==> src/rtl/filtro_secuenciador_pkg.sv <==
// Shared types and helpers for the filter-section sequencer:
// FSM state encoding, section index constants and the enable scan.
package filtro_secuenciador_pkg;

    localparam int N_DEF       = 16;
    localparam int TIMEOUT_DEF = 255;

    typedef enum logic [1:0] {
        ST_IDLE  = 2'd0,
        ST_ISSUE = 2'd1,
        ST_WAIT  = 2'd2,
        ST_DONE  = 2'd3
    } state_t;

    localparam logic [1:0] SEC_NONE = 2'd0;
    localparam logic [1:0] SEC_1    = 2'd1;
    localparam logic [1:0] SEC_2    = 2'd2;
    localparam logic [1:0] SEC_3    = 2'd3;

    // Lowest enabled section strictly above cur; SEC_NONE when nothing is left.
    // en[0] enables section 1, en[2] enables section 3.
    function automatic logic [1:0] next_sec(input logic [2:0] en, input logic [1:0] cur);
        logic [1:0] r;
        r = SEC_NONE;
        if ((cur < SEC_1) && en[0]) begin
            r = SEC_1;
        end else if ((cur < SEC_2) && en[1]) begin
            r = SEC_2;
        end else if ((cur < SEC_3) && en[2]) begin
            r = SEC_3;
        end
        return r;
    endfunction

endpackage

==> src/rtl/filtro_secuenciador_if.sv <==
// Request/response bus between the sequencer (master) and the shared
// filter-section core (slave).
interface filtro_secuenciador_if #(
    parameter int N = 16
) ();
    import filtro_secuenciador_pkg::*;

    logic         sec_start;
    logic [1:0]   sec_sel;
    logic [N-1:0] sec_x;
    logic         sec_done;
    logic [N-1:0] sec_y;

    modport master (
        output sec_start,
        output sec_sel,
        output sec_x,
        input  sec_done,
        input  sec_y
    );

    modport slave (
        input  sec_start,
        input  sec_sel,
        input  sec_x,
        output sec_done,
        output sec_y
    );

endinterface

==> src/rtl/filtro_secuenciador_acumulador.sv <==
// N+2-bit signed accumulator of section outputs with the N-bit result view.
// Macro SATURATION_EN: when defined the N-bit view clamps to the signed
// N-bit range; otherwise it is the low N bits (modular sum).
module filtro_secuenciador_acumulador
    import filtro_secuenciador_pkg::*;
#(
    parameter int N = N_DEF
) (
    input  logic         clk,
    input  logic         reset,
    input  logic         clear,
    input  logic         add_en,
    input  logic [N-1:0] din,
    output logic [N-1:0] result_n
);

    logic signed [N+1:0] acc;

    // Accumulate sign-extended section outputs; cleared at the start of each sample.
    always_ff @(posedge clk) begin
        if (reset || clear) begin
            acc <= '0;
        end else if (add_en) begin
            acc <= acc + $signed({{2{din[N-1]}}, din});
        end
    end

`ifdef SATURATION_EN
    localparam logic signed [N+1:0] SAT_MAX = {3'b000, {(N-1){1'b1}}};
    localparam logic signed [N+1:0] SAT_MIN = {3'b111, {(N-1){1'b0}}};

    // Clamp the wide sum into the signed N-bit range.
    always_comb begin
        result_n = acc[N-1:0];
        if (acc > SAT_MAX) begin
            result_n = SAT_MAX[N-1:0];
        end else if (acc < SAT_MIN) begin
            result_n = SAT_MIN[N-1:0];
        end
    end
`else
    // Two's-complement wrap: keep the low N bits of the sum.
    always_comb begin
        result_n = acc[N-1:0];
    end
`endif

endmodule

==> src/rtl/filtro_secuenciador.sv <==
// Sequences one shared filter-section core over sections 1..3 per sample,
// summing the returned outputs into result. Build macro SATURATION_EN
// (handled in the accumulator) selects clamped instead of wrapped result.
//
// state    | meaning
// ---------+-------------------------------------------------------------
// ST_IDLE  | waiting for sample_tick; latches xk and section enables
// ST_ISSUE | one-cycle sec_start for section k
// ST_WAIT  | waiting for sec_done or timeout on section k
// ST_DONE  | publish result, pulse result_valid next cycle
module filtro_secuenciador
    import filtro_secuenciador_pkg::*;
#(
    parameter int N       = N_DEF,
    parameter int TIMEOUT = TIMEOUT_DEF
) (
    input  logic                  clk,
    input  logic                  reset,
    input  logic                  sample_tick,
    input  logic [N-1:0]          xk,
    input  logic                  sw1,
    input  logic                  sw2,
    input  logic                  sw3,
    filtro_secuenciador_if.master sec_bus,
    output logic [N-1:0]          result,
    output logic                  result_valid,
    output logic                  busy,
    output logic                  overrun,
    output logic                  timeout_err
);

    localparam int CW = $clog2(TIMEOUT + 1);

    state_t         state, state_nxt;
    logic [1:0]     k_reg, k_nxt;
    logic [2:0]     sw_reg;
    logic [N-1:0]   x_reg;
    logic [CW-1:0]  cnt;
    logic [N-1:0]   acc_result;

    logic [2:0]     sw_in;
    logic [1:0]     first_k;
    logic [1:0]     after_k;
    logic           load_in, acc_clear, acc_add;
    logic           cnt_load, cnt_dec;
    logic           set_to, set_ovr, res_load;
    logic           start_c;
    logic [1:0]     sel_c;

    assign sw_in   = {sw3, sw2, sw1};
    assign first_k = next_sec(sw_in, SEC_NONE);
    assign after_k = next_sec(sw_reg, k_reg);

    // State register.
    always_ff @(posedge clk) begin
        if (reset) begin
            state <= ST_IDLE;
        end else begin
            state <= state_nxt;
        end
    end

    // Next-state and control decode.
    always_comb begin
        state_nxt = state;
        k_nxt     = k_reg;
        load_in   = 1'b0;
        acc_clear = 1'b0;
        acc_add   = 1'b0;
        cnt_load  = 1'b0;
        cnt_dec   = 1'b0;
        set_to    = 1'b0;
        set_ovr   = 1'b0;
        res_load  = 1'b0;
        start_c   = 1'b0;
        sel_c     = SEC_NONE;
        unique case (state)
            ST_IDLE: begin
                if (sample_tick) begin
                    load_in   = 1'b1;
                    acc_clear = 1'b1;
                    k_nxt     = first_k;
                    state_nxt = (first_k != SEC_NONE) ? ST_ISSUE : ST_DONE;
                end
            end
            ST_ISSUE: begin
                start_c   = 1'b1;
                sel_c     = k_reg;
                cnt_load  = 1'b1;
                state_nxt = ST_WAIT;
            end
            ST_WAIT: begin
                sel_c = k_reg;
                if (sec_bus.sec_done || (cnt == '0)) begin
                    acc_add   = sec_bus.sec_done;
                    set_to    = ~sec_bus.sec_done;
                    k_nxt     = after_k;
                    state_nxt = (after_k != SEC_NONE) ? ST_ISSUE : ST_DONE;
                end else begin
                    cnt_dec = 1'b1;
                end
            end
            ST_DONE: begin
                res_load  = 1'b1;
                k_nxt     = SEC_NONE;
                state_nxt = ST_IDLE;
            end
            default: state_nxt = ST_IDLE;
        endcase
        if (sample_tick && (state != ST_IDLE)) begin
            set_ovr = 1'b1;
        end
    end

    // Datapath registers: latched sample, section index, timeout down-counter, flags, result.
    always_ff @(posedge clk) begin
        if (reset) begin
            k_reg        <= SEC_NONE;
            sw_reg       <= '0;
            x_reg        <= '0;
            cnt          <= '0;
            result       <= '0;
            result_valid <= 1'b0;
            overrun      <= 1'b0;
            timeout_err  <= 1'b0;
        end else begin
            k_reg <= k_nxt;
            if (load_in) begin
                sw_reg <= sw_in;
                x_reg  <= xk;
            end
            if (cnt_load) begin
                cnt <= CW'(TIMEOUT - 1);
            end else if (cnt_dec) begin
                cnt <= cnt - 1'b1;
            end
            if (res_load) begin
                result <= acc_result;
            end
            result_valid <= res_load;
            if (set_ovr) begin
                overrun <= 1'b1;
            end
            if (set_to) begin
                timeout_err <= 1'b1;
            end
        end
    end

    filtro_secuenciador_acumulador #(.N(N)) u_acc (
        .clk      (clk),
        .reset    (reset),
        .clear    (acc_clear),
        .add_en   (acc_add),
        .din      (sec_bus.sec_y),
        .result_n (acc_result)
    );

    assign sec_bus.sec_start = start_c;
    assign sec_bus.sec_sel   = sel_c;
    assign sec_bus.sec_x     = x_reg;
    assign busy              = (state != ST_IDLE);

endmodule

==> src/flat_wrapper.sv <==
// flat-port wrapper written by rule: the top's interface ports become plain ports
module filtro_secuenciador_flat import filtro_secuenciador_pkg::*;
#(
    parameter int N       = N_DEF,
    parameter int TIMEOUT = TIMEOUT_DEF
)
  (clk, reset, sample_tick, xk, sw1, sw2, sw3, result, result_valid, busy, overrun, timeout_err, sec_bus_sec_start, sec_bus_sec_sel, sec_bus_sec_x, sec_bus_sec_done, sec_bus_sec_y);
  filtro_secuenciador_if #(.N(N)) sec_bus_i ();
  input  logic clk;
  input  logic reset;
  input  logic sample_tick;
  input  logic [N-1:0] xk;
  input  logic sw1;
  input  logic sw2;
  input  logic sw3;
  output logic [N-1:0] result;
  output logic result_valid;
  output logic busy;
  output logic overrun;
  output logic timeout_err;
  output wire logic [$bits(sec_bus_i.sec_start)-1:0] sec_bus_sec_start;
  output wire logic [$bits(sec_bus_i.sec_sel)-1:0] sec_bus_sec_sel;
  output wire logic [$bits(sec_bus_i.sec_x)-1:0] sec_bus_sec_x;
  input wire logic [$bits(sec_bus_i.sec_done)-1:0] sec_bus_sec_done;
  input wire logic [$bits(sec_bus_i.sec_y)-1:0] sec_bus_sec_y;
  assign sec_bus_sec_start = sec_bus_i.sec_start;
  assign sec_bus_sec_sel = sec_bus_i.sec_sel;
  assign sec_bus_sec_x = sec_bus_i.sec_x;
  assign sec_bus_i.sec_done = sec_bus_sec_done;
  assign sec_bus_i.sec_y = sec_bus_sec_y;
  filtro_secuenciador #(.N(N), .TIMEOUT(TIMEOUT)) u_core (.clk(clk), .reset(reset), .sample_tick(sample_tick), .xk(xk), .sw1(sw1), .sw2(sw2), .sw3(sw3), .sec_bus(sec_bus_i), .result(result), .result_valid(result_valid), .busy(busy), .overrun(overrun), .timeout_err(timeout_err));
endmodule
==> config.mk <==
export PLATFORM = sky130hd
export DESIGN_NAME = filtro_secuenciador_flat
export DESIGN_NICKNAME = d
export VERILOG_FILES = /design/src/rtl/filtro_secuenciador_pkg.sv /design/src/rtl/filtro_secuenciador_if.sv /design/src/rtl/filtro_secuenciador_acumulador.sv /design/src/rtl/filtro_secuenciador.sv /design/src/flat_wrapper.sv
export SDC_FILE = /design/constraint.sdc
export NUM_CORES = 1
export LEC_CHECK = 0
export ABC_AREA = 1
export CAP_MARGIN = 0
export CORE_ASPECT_RATIO = 1.4
export CORE_MARGIN = 1
export CORE_UTILIZATION = 35
export DETAILED_ROUTE_END_ITERATION = 8
export SYNTH_ARGS = -nofsm -noshare
export SYNTH_HDL_FRONTEND = slang
export SYNTH_SLANG_ARGS = --single-unit
==> constraint.sdc <==
create_clock -name clk -period 4.8 [get_ports clk]
set_input_delay 1.44 -clock clk [delete_from_list [all_inputs] [get_ports clk]]
set_output_delay 1.44 -clock clk [all_outputs]
set_load 0.01 [all_outputs]
* Word-level counts from Yosys, hierarchy flattened *
Cells that the tools add are included.

word-level totals
  register bits = 68
  bits of input ports = 39
  word-level logic and storage cells = 67

operators by class
  add/sub/neg operators = 2
  order comparisons = 3
  eq/ne operators = 5
  mux-type cells = 28
  bitwise gates (word level) = 1
  reductions and logical operators = 17

operators by type and width
  operator             count
  $mux 2               13
  $add 18x16->18       1
  $mux 8               2
  $mux 1               11
  $logic_not 8->1      1
  $pmux 2 s4           1
  $reduce_bool 2->1    4
  $sub 8x1->8 const B  1
  $pmux 2 s3           1
  $eq 2x2->1 const B   2
  $logic_and 1x1->1    4
  $lt 2x2->1 const B   2
  $reduce_or 2->1      2
  $reduce_and 3->1     1
  $reduce_bool 3->1    1
  $eq 2x1->1 const B   1
  $logic_not 2->1      1
  $logic_or 1x1->1     2
  $lt 2x1->1 const B   1
  $ne 2x1->1 const B   1
  $ne 2x2->1 const B   1
  $reduce_and 2->1     1
  $not 1->1            1

* Longest topological paths before layout *
Gate-level depths: netlist of run 1.

  depth in word-level cells = 9
  depth in mapped cells = 12

* Hierarchy *
A second synthesis of run 1 with hierarchy kept.

second synthesis, totals
  cells, all modules = 577
  area, all modules = 3,737.3 um2

modules (own cells, without submodules)
  module                          instances  cells an instance  area an instance (um2)
  filtro_secuenciador             1          306                2,163.3
  filtro_secuenciador_acumulador  1          271                1,574.0

* Worst setup path before layout of run 1 *
OpenSTA, ideal clock, no wires.

  kind = input-to-reg
  start = input port sec_bus_sec_y[0]
  end = register u_core.u_acc.acc[8]
  setup time = 0.109 ns
  data arrival time = 2.692 ns
  data required time = 4.691 ns
  slack = 1.999 ns
  cell stages on the path = 11
  buffers on the path = 0
  cells stage by stage = ha_1 fa_1 nand2_1 nand2_1 and2_1 nand2_1 nand2_1 xnor2_1 nand2_1 nand2_1 inv_1

between the ends
  longest elaborated chain between the ends = 1

RTL lines
  element                 RTL line                              source
  start: declaration      flat_wrapper.sv:25                    input wire logic [$bits(sec_bus_i.sec_y)-1:0] sec_bus_sec_y;
  $add 18x16->18          filtro_secuenciador_acumulador.sv:24  acc <= acc + $signed({{2{din[N-1]}}, din});
  end signal: assignment  filtro_secuenciador_acumulador.sv:24
  end: declaration        filtro_secuenciador_acumulador.sv:17  logic signed [N+1:0] acc;

Every way passes these cells.
A chain may end at the register's enable or synchronous reset.

* Worst setup path in the final report of run 1 *
  start = input port sample_tick
  end = register u_core.u_acc.acc[4]

between the ends
  longest elaborated chain between the ends = 3

RTL lines
  element             RTL line                              source
  start: declaration  flat_wrapper.sv:11                    input logic sample_tick;
  $mux 1              filtro_secuenciador.sv:79             if (sample_tick) begin
  $mux 1              filtro_secuenciador.sv:77             unique case (state)
  $logic_or 1x1->1    filtro_secuenciador_acumulador.sv:21  if (reset || clear) begin

Every way passes these cells.

==> results.cfg, run 1 <==
[synthesis]
synth_nets = 600
yosys_warnings = 0
ys_ff_latch = 66
ys.flop_type = dfxtp_1
ys_types = 31
synth_edf_count = 0
seq_area_frac_synth_pct = 37.2
synth_cells = 540
syn_area_um2 = 3550
async_flop_share_pct = 0
avgSynthCellArea_um2 = 6.58

[final_layout]
syn2layout_area_growth_pct = 33.4
finalNetCount = 676
n_antenna_cell = 0
drive_above_1_share_pct = 4.35
fillCellCount = 1025

[pwr]
leakage_nw = 2.33
p_per_area_nw_per_um2 = 505
power_switching_share_pct = 36.1
vdd_drop_max_v = 0.000160
comb_power_share_pct = 39.2
pwr-share-clk_pct = 27.2
pwr-share-seq_pct = 33.6
p_sw_uw = 864
power.internal_mw = 1.53
total_power_mw = 2.39

[setup_path]
path_class = in -> reg
arrival_ns = 3.39
cp_max_fo = 22
end_kind = flip-flop
crit_required_ns = 5.02
critPathLaunchType = input pin

[floorplan]
initial_core_util_pct = 35.9
die_area_um2 = 10600
core_um2 = 9900
die_w_um = 87.1
rows = 43
die_h_um = 121
io_pins = 78

[cts]
cts.repair.resized = 0
clockRootBuffer = clkbuf_16
insertion_delay_ns = 0.33
cts_setup_buffers = 0
clk_pin_slew_ns = 0.05
cts.sinks = 66
h-tree-depth = 3
hold_buffers = 0
numCtsBuffers = 9
cts.path.max_buffers = 2
tritoncts = yes

[timing]
relSlewSlack_pct = 44.2
slew_violations = 0
period_share_pct = 66.0
hold_viol = 0
worst_pin_slew_ns = 0.835
rsz0062_at_grt = false
fin_skew_ns = 0.00286
tns_ns = 0
fmax_mhz = 316
finalWorstPathRequiredPeriod_ns = 3.17
setup_viol = 0

[global_route]
use_met3_pct = 2.79
grt-ovfl-total = 0
grt_max_degree = 34
grt_pass1_vias = 3353
use_met1_pct = 20.8
grt_pass1_wl_um = 15000
top_usage_layer = met2
antenna_found_initial = 0
grt_util_met2_pct = 31.7
gr-usage-all-layers_pct = 18.2

[routing]
post-route-drc-count = 0
ant_nets = 0
routed_wl_um = 9000
routed_via_density = 4.60
first_pass_iters = 4
num_vias = 3476
wl_per_cell_um = 11.9
drt_iter0_markers = 100

[placement]
gp_congestion = 0.887
io_buffers = 77
hpwl_um = 6810

[flow_run]
max_cap_violations = 0

[worst_hold_path]
min_path_type = reg -> reg

[run_status]
status = finished, final reports clean
-- kinds of logic after synthesis --
family | synth area share, %
DFF | 37.2
and+or+nand+nor | 31.3
xor gates and xnor gates | 1.97
AOI/OAI and AO/OA | 12.1
buffers and inverters | 9.79
adders and majority gates | 7.61
-- layout by cell type, fill, tap and decap left out, types with 3 or more instances in the layout --
| cell type | Yosys | routed |
|---|---|---|
| nor3_1 | 7 | 7 |
| clkbuf_16 | 0 | 9 |
| clkdlybuf4s50_1 | 0 | 77 |
| nand2_1 | 114 | 114 |
| nand2_2 | 4 | 4 |
| inv_1 | 73 | 73 |
| a31oi_1 | 5 | 5 |
| ha_1 | 20 | 20 |
| o21ai_1 | 4 | 4 |
| nand3_1 | 23 | 23 |
| xor2_1 | 5 | 5 |
| nor2_2 | 3 | 3 |
| nor2_1 | 116 | 116 |
| o21ai_0 | 48 | 48 |
| a21oi_1 | 19 | 19 |
| dfxtp_1 | 66 | 66 |
| xnor2_1 | 3 | 3 |
| clkbuf_1 | 7 | 3 |
-- worst max-delay path, cell delays in order --
cell and delay, ns:
clkdlybuf4s50_1 0.51, nand2_2 0.20, inv_1 0.55, nor2_2 0.12, inv_1 0.33, nor2_1 0.07, o21ai_0 0.09, inv_1 0.05
-- synthesized netlist by cell type, drive strengths merged (3+ instances only) --
cell | number | area (um^2)
clkbuf | 9 | 38.8
dfxtp | 66 | 1320
inv | 75 | 282
nand2 | 118 | 453
nor3 | 7 | 35.0
a21oi | 19 | 95.1
a31oi | 5 | 31.3
o21ai | 53 | 277
xor2 | 5 | 43.8
nand3 | 23 | 115
xnor2 | 3 | 26.3
ha | 20 | 250
nor2 | 121 | 477
buf | 4 | 20.0
-- final timing paths --
kind | cells after the start | endpoint | slack [ns] | start
worst max-delay path | 8 | u_core.u_acc.acc[4] | 1.63 | sample_tick
worst min-delay path | 2 | u_core.overrun | 0.47 | u_core.overrun
worst max register to register | 9 | u_core.u_acc.acc[4] | 2.58 | u_core.state[0]
worst min register to register | 2 | u_core.overrun | 0.47 | u_core.overrun
-- power by group through the flow --
stage / logic [mW] / registers, mW / clock network [mW]
floorplan: 0.589 / 0.817 / 0
global placement: 0.923 / 0.811 / 0
detailed placement: 0.937 / 0.813 / 0
CTS: 0.946 / 0.804 / 0.666
global route: 1.07 / 0.821 / 0.690
finish: 0.939 / 0.803 / 0.651
-- layer usage --
metal,wire [um],vias up
li1,-,1842
met1,3860,1536
met2,4550,74
met3,301,24
met4,291,0
met5,0,-
-- stage by stage --
stage	setup slack, ns	cell area, um^2	hold slack (ns)	util (%)	instances
floorplan	2.00	3550	0.458	-	540
global placement	1.32	4440	0.450	44.9	740
detailed placement	1.25	4440	0.464	44.9	740
CTS	1.59	4740	0.478	47.9	756
global route	1.36	4740	0.506	47.9	756
finish	1.63	4740	0.470	47.9	756
-- layout make-up --
type                    instances  area [um^2]  area share [%]
repair buffers                 78          778            16.4
multi-input cells             384         1880            39.7
clock inverters                 2         35.0           0.739
inverters                      77          289            6.10
well taps                     135          169            3.56
flip-flops and latches         66         1320            27.9
clock buffers                  14          264            5.57
No activity file was read; power rests on OpenSTA's default activity.
==> inputs of run 2 (changes only) <==
clock period = 2.6 ns   (was 4.8 ns; I/O delays follow)
==> run 2 against run 1 <==
Cell count rose by 1.1%. Register-to-register slack worse by 1.7 ns. Clock skew decreased by 0.00066 ns. Non-clock buffer count is 8 higher. Sequential power increased by 83%. Setup slack lost 1.5 ns. Final area is 2.9% higher. Global-route usage fell by 0.31 points. Critical path depth fell by 3. Critical path type is now reg -> out.
==> results.cfg, run 2 (synthesis results as in run 1) <==
[run_status]
status = finished, final reports clean

[pwr]
power_switching_share_pct = 34.7
leakage_nw = 2.40
p_sw_mw = 1.62
comb_power_share_pct = 38.2
p_per_area_nw_per_um2 = 957
vdd_drop_max_v = 0.000368
power.internal_mw = 3.05
pwr-share-clk_pct = 30.4
total_power_mw = 4.67
pwr-share-seq_pct = 31.4

[cts]
h-tree-depth = 3
cts.path.max_buffers = 2
cts_setup_buffers = 0
hold_buffers = 0
clk_pin_slew_ns = 0.05
clockRootBuffer = clkbuf_16
cts.repair.resized = 0
cts.sinks = 66
numCtsBuffers = 9
insertion_delay_ns = 0.32
tritoncts = yes

[global_route]
grt_max_degree = 33
grt-ovfl-total = 0
grt_pass1_wl_um = 14600
grt_pass1_vias = 3303
antenna_found_initial = 0
gr-usage-all-layers_pct = 17.9

[final_layout]
layoutNonFillerInstCount = 764
final_cell_mix = nor2_1 (116), nand2_1 (114), clkdlybuf4s50_1 (77)
syn2layout_area_growth_pct = 37.3
final_common_cell = nor2_1
multi_input_area_um2 = 1880
seq_area_um2 = 1320
finalNetCount = 684
final_core_util_pct = 49.3
drive_above_1_share_pct = 6.04
fillCellCount = 1032
fin_area_um2 = 4880
n_antenna_cell = 0

[timing]
relSlewSlack_pct = 66.1
timing.hold.ws_ns = 0.464
fin_ws_ns = 0.0869
fin_skew_ns = 0.00220
tns_ns = 0
finalWorstPathRequiredPeriod_ns = 2.51
setup_viol = 0
hold_viol = 0
period_share_pct = 96.7
rsz0062_at_grt = false
slew_violations = 0
worst_pin_slew_ns = 0.507
fmax_mhz = 398

[setup_path]
timing.rr.end = u_core.u_acc.acc[8]
crit_start = u_core.state[0]
cp_max_fo = 3
crit_required_ns = 1.82
rrSetupSlack_ns = 0.85
arrival_ns = 1.73
endpoint = sec_bus_sec_sel[1]
reg2regPathDepth = 11
end_kind = primary output
path_class = reg -> out
reg2reg_from = u_core.u_acc.acc[0]
critPathLaunchType = flip-flop

[routing]
num_vias = 3483
top_layer = met4
routed-wl-met2_um = 4380
routed_wl_um = 8970
drt_iter0_markers = 90
drt-met1-wl_um = 3880
wl_per_cell_um = 11.7
first_pass_iters = 4
ant_nets = 0
post-route-drc-count = 0
route.met3.wl_um = 385
routed_via_density = 4.56

[placement]
hpwl_um = 6750
preCtsSetupSlack_ns = -0.0270
gp_congestion = 0.925
io_buffers = 77
dp.cells = 748
postPlaceCellArea_um2 = 4530

[flow_run]
max_cap_violations = 0

[floorplan]
die_h_um = 121
rows = 43
die_area_um2 = 10600
initial_core_util_pct = 35.9
core_um2 = 9900
io_pins = 78
die_w_um = 87.1

[worst_hold_path]
min_path_type = reg -> reg
## run 2: layout make-up
cell class,instances,share of cell area (%)
clock buffer,11,5.18
clock inverter,5,2.05
inverter,77,5.92
multi-input combinational,384,38.6
sequential,66,27.1
tap,135,3.46
timing repair buffer,86,17.7
## run 2: power groups by stage
stage / clock (mW) / sequential [mW] / combinational [mW]
after floorplan: 0 / 1.51 / 1.09
after detailed placement: 0 / 1.49 / 1.78
after global placement: 0 / 1.48 / 1.76
final: 1.42 / 1.47 / 1.78
after global routing: 1.49 / 1.50 / 2.01
after CTS: 1.45 / 1.47 / 1.80
## run 2: metal layers
metal | track usage (%) | vias to the layer above
li1 | - | 1857
met1 | 19.6 | 1519
met2 | 31.7 | 86
met3 | 3.67 | 21
met4 | 9.63 | 0
met5 | 0 | -
## run 2: worst min path at each step
stage,from,cells past startpoint,slack (ns),end
final,u_core.overrun,2,0.46,u_core.overrun
after global routing,u_core.sec_bus.sec_x[0],2,0.50,u_core.sec_bus.sec_x[0]
after CTS,u_core.overrun,2,0.47,u_core.overrun
after detailed placement,u_core.overrun,2,0.46,u_core.overrun
after global placement,u_core.overrun,2,0.45,u_core.overrun
after floorplan,u_core.u_acc.acc[0],2,0.46,u_core.u_acc.acc[0]
## run 2: worst max-delay path: stages (launching register included)
cell and delay (ns):
dfxtp_1 0.37, inv_1 0.09, ha_1 0.31, nand2_1 0.06
inv_1 0.06, clkdlybuf4s50_1 0.53
==> inputs of run 3 (changes only) <==
RECOVER_POWER = 100   (was not set)
==> run 3 against run 2 <==
Sequential share of layout area increased by 0.34 points. Clock power is essentially flat. Die area unchanged. Sequential power hardly changed. Largest power group unchanged. Highest routed layer unchanged.
==> results.cfg, run 3 (synthesis results as in run 1) <==
[placement]
io_buffers = 77
postPlaceCellArea_um2 = 4530
gp_congestion = 0.925
preCtsSetupSlack_ns = -0.0270
hpwl_um = 6750

[setup_path]
path_class = reg -> out
critPathLaunchType = flip-flop
crit_required_ns = 1.82
arrival_ns = 1.71
end_kind = primary output
cp_max_fo = 3

[cts]
h-tree-depth = 3
cts.sinks = 66
hold_buffers = 0
cts.path.max_buffers = 2
cts.repair.resized = 0
clk_pin_slew_ns = 0.05
tritoncts = yes
numCtsBuffers = 9
cts_setup_buffers = 0
clockRootBuffer = clkbuf_16
insertion_delay_ns = 0.32

[routing]
post-route-drc-count = 0
first_pass_iters = 4
drt_iter0_markers = 104
routed_wl_um = 8970
num_vias = 3498
wl_per_cell_um = 11.7
ant_nets = 0
routed_via_density = 4.58

[timing]
tns_ns = 0
fmax_mhz = 401
slew_violations = 0
setup_viol = 0
fin_skew_ns = 0.00312
finalWorstPathRequiredPeriod_ns = 2.49
relSlewSlack_pct = 32.5
hold_viol = 0
period_share_pct = 95.9
rsz0062_at_grt = false
worst_pin_slew_ns = 1.00
fin_ws_ns = 0.106

[global_route]
grt_pass1_wl_um = 14600
grt-ovfl-total = 0
antenna_found_initial = 0
grt_pass1_vias = 3303
grt_max_degree = 33
gr-usage-all-layers_pct = 17.9

[floorplan]
die_h_um = 121
rows = 43
die_area_um2 = 10600
initial_core_util_pct = 35.9
core_um2 = 9900
die_w_um = 87.1
io_pins = 78

[worst_hold_path]
min_path_type = reg -> reg

[final_layout]
syn2layout_area_growth_pct = 35.6
final_cell_mix = nor2_1 (117), nand2_1 (114), inv_1 (74)
fillCellCount = 1041
finalNetCount = 684
drive_above_1_share_pct = 5.09
seq_area_um2 = 1320
multi_input_area_um2 = 1860
n_antenna_cell = 0
final_common_cell = nor2_1
fin_area_um2 = 4820

[pwr]
leakage_nw = 2.48
vdd_drop_max_v = 0.000366
p_per_area_nw_per_um2 = 946

[flow_run]
max_cap_violations = 0

[run_status]
status = finished, final reports clean
run 3: power by group:
group	internal [mW]	switching [mW]	total, mW
Clock	0.985	0.435	1.42
Sequential	1.28	0.183	1.46
Combinational	0.716	0.965	1.68
Total	2.98	1.58	4.56
run 3: worst paths after layout:
check	endpoint	from	slack, ns	cells past startpoint
max reg2reg	u_core.cnt[5]	u_core.cnt[0]	0.24	9
min reg2reg	u_core.overrun	u_core.overrun	0.46	2
min	u_core.overrun	u_core.overrun	0.46	2
max	sec_bus_sec_sel[1]	u_core.state[0]	0.11	5
run 3: layer usage:
metal	wire (um)	up-vias	global-route usage (%)
li1	-	1857	-
met1	3870	1528	19.6
met2	4430	94	31.7
met3	390	19	3.67
met4	284	0	9.63
met5	0	-	0
run 3: stage by stage:
step	total power [mW]	hold slack (ns)	instances	util [%]
after detailed placement	3.27	0.458	748	45.7
after global placement	3.24	0.449	748	45.7
after CTS	4.72	0.472	764	49.3
after floorplan	2.59	0.458	540	-
after global routing	4.90	0.498	764	48.7
final	4.56	0.459	764	48.7
run 3: final cells by class:
type,instances,share of cell area [%]
timing repair buffer,86,17.1
clock inverter,5,2.08
tap,135,3.51
sequential,66,27.4
inverter,77,6.00
multi-input combinational,384,38.7
clock buffer,11,5.25
run 3: worst max-delay path: stages (launching register included):
cell and delay [ns]:
dfxtp_1 0.36, inv_1 0.09, ha_1 0.30, nand2_1 0.05, inv_1 0.06, clkdlybuf4s50_1 0.53
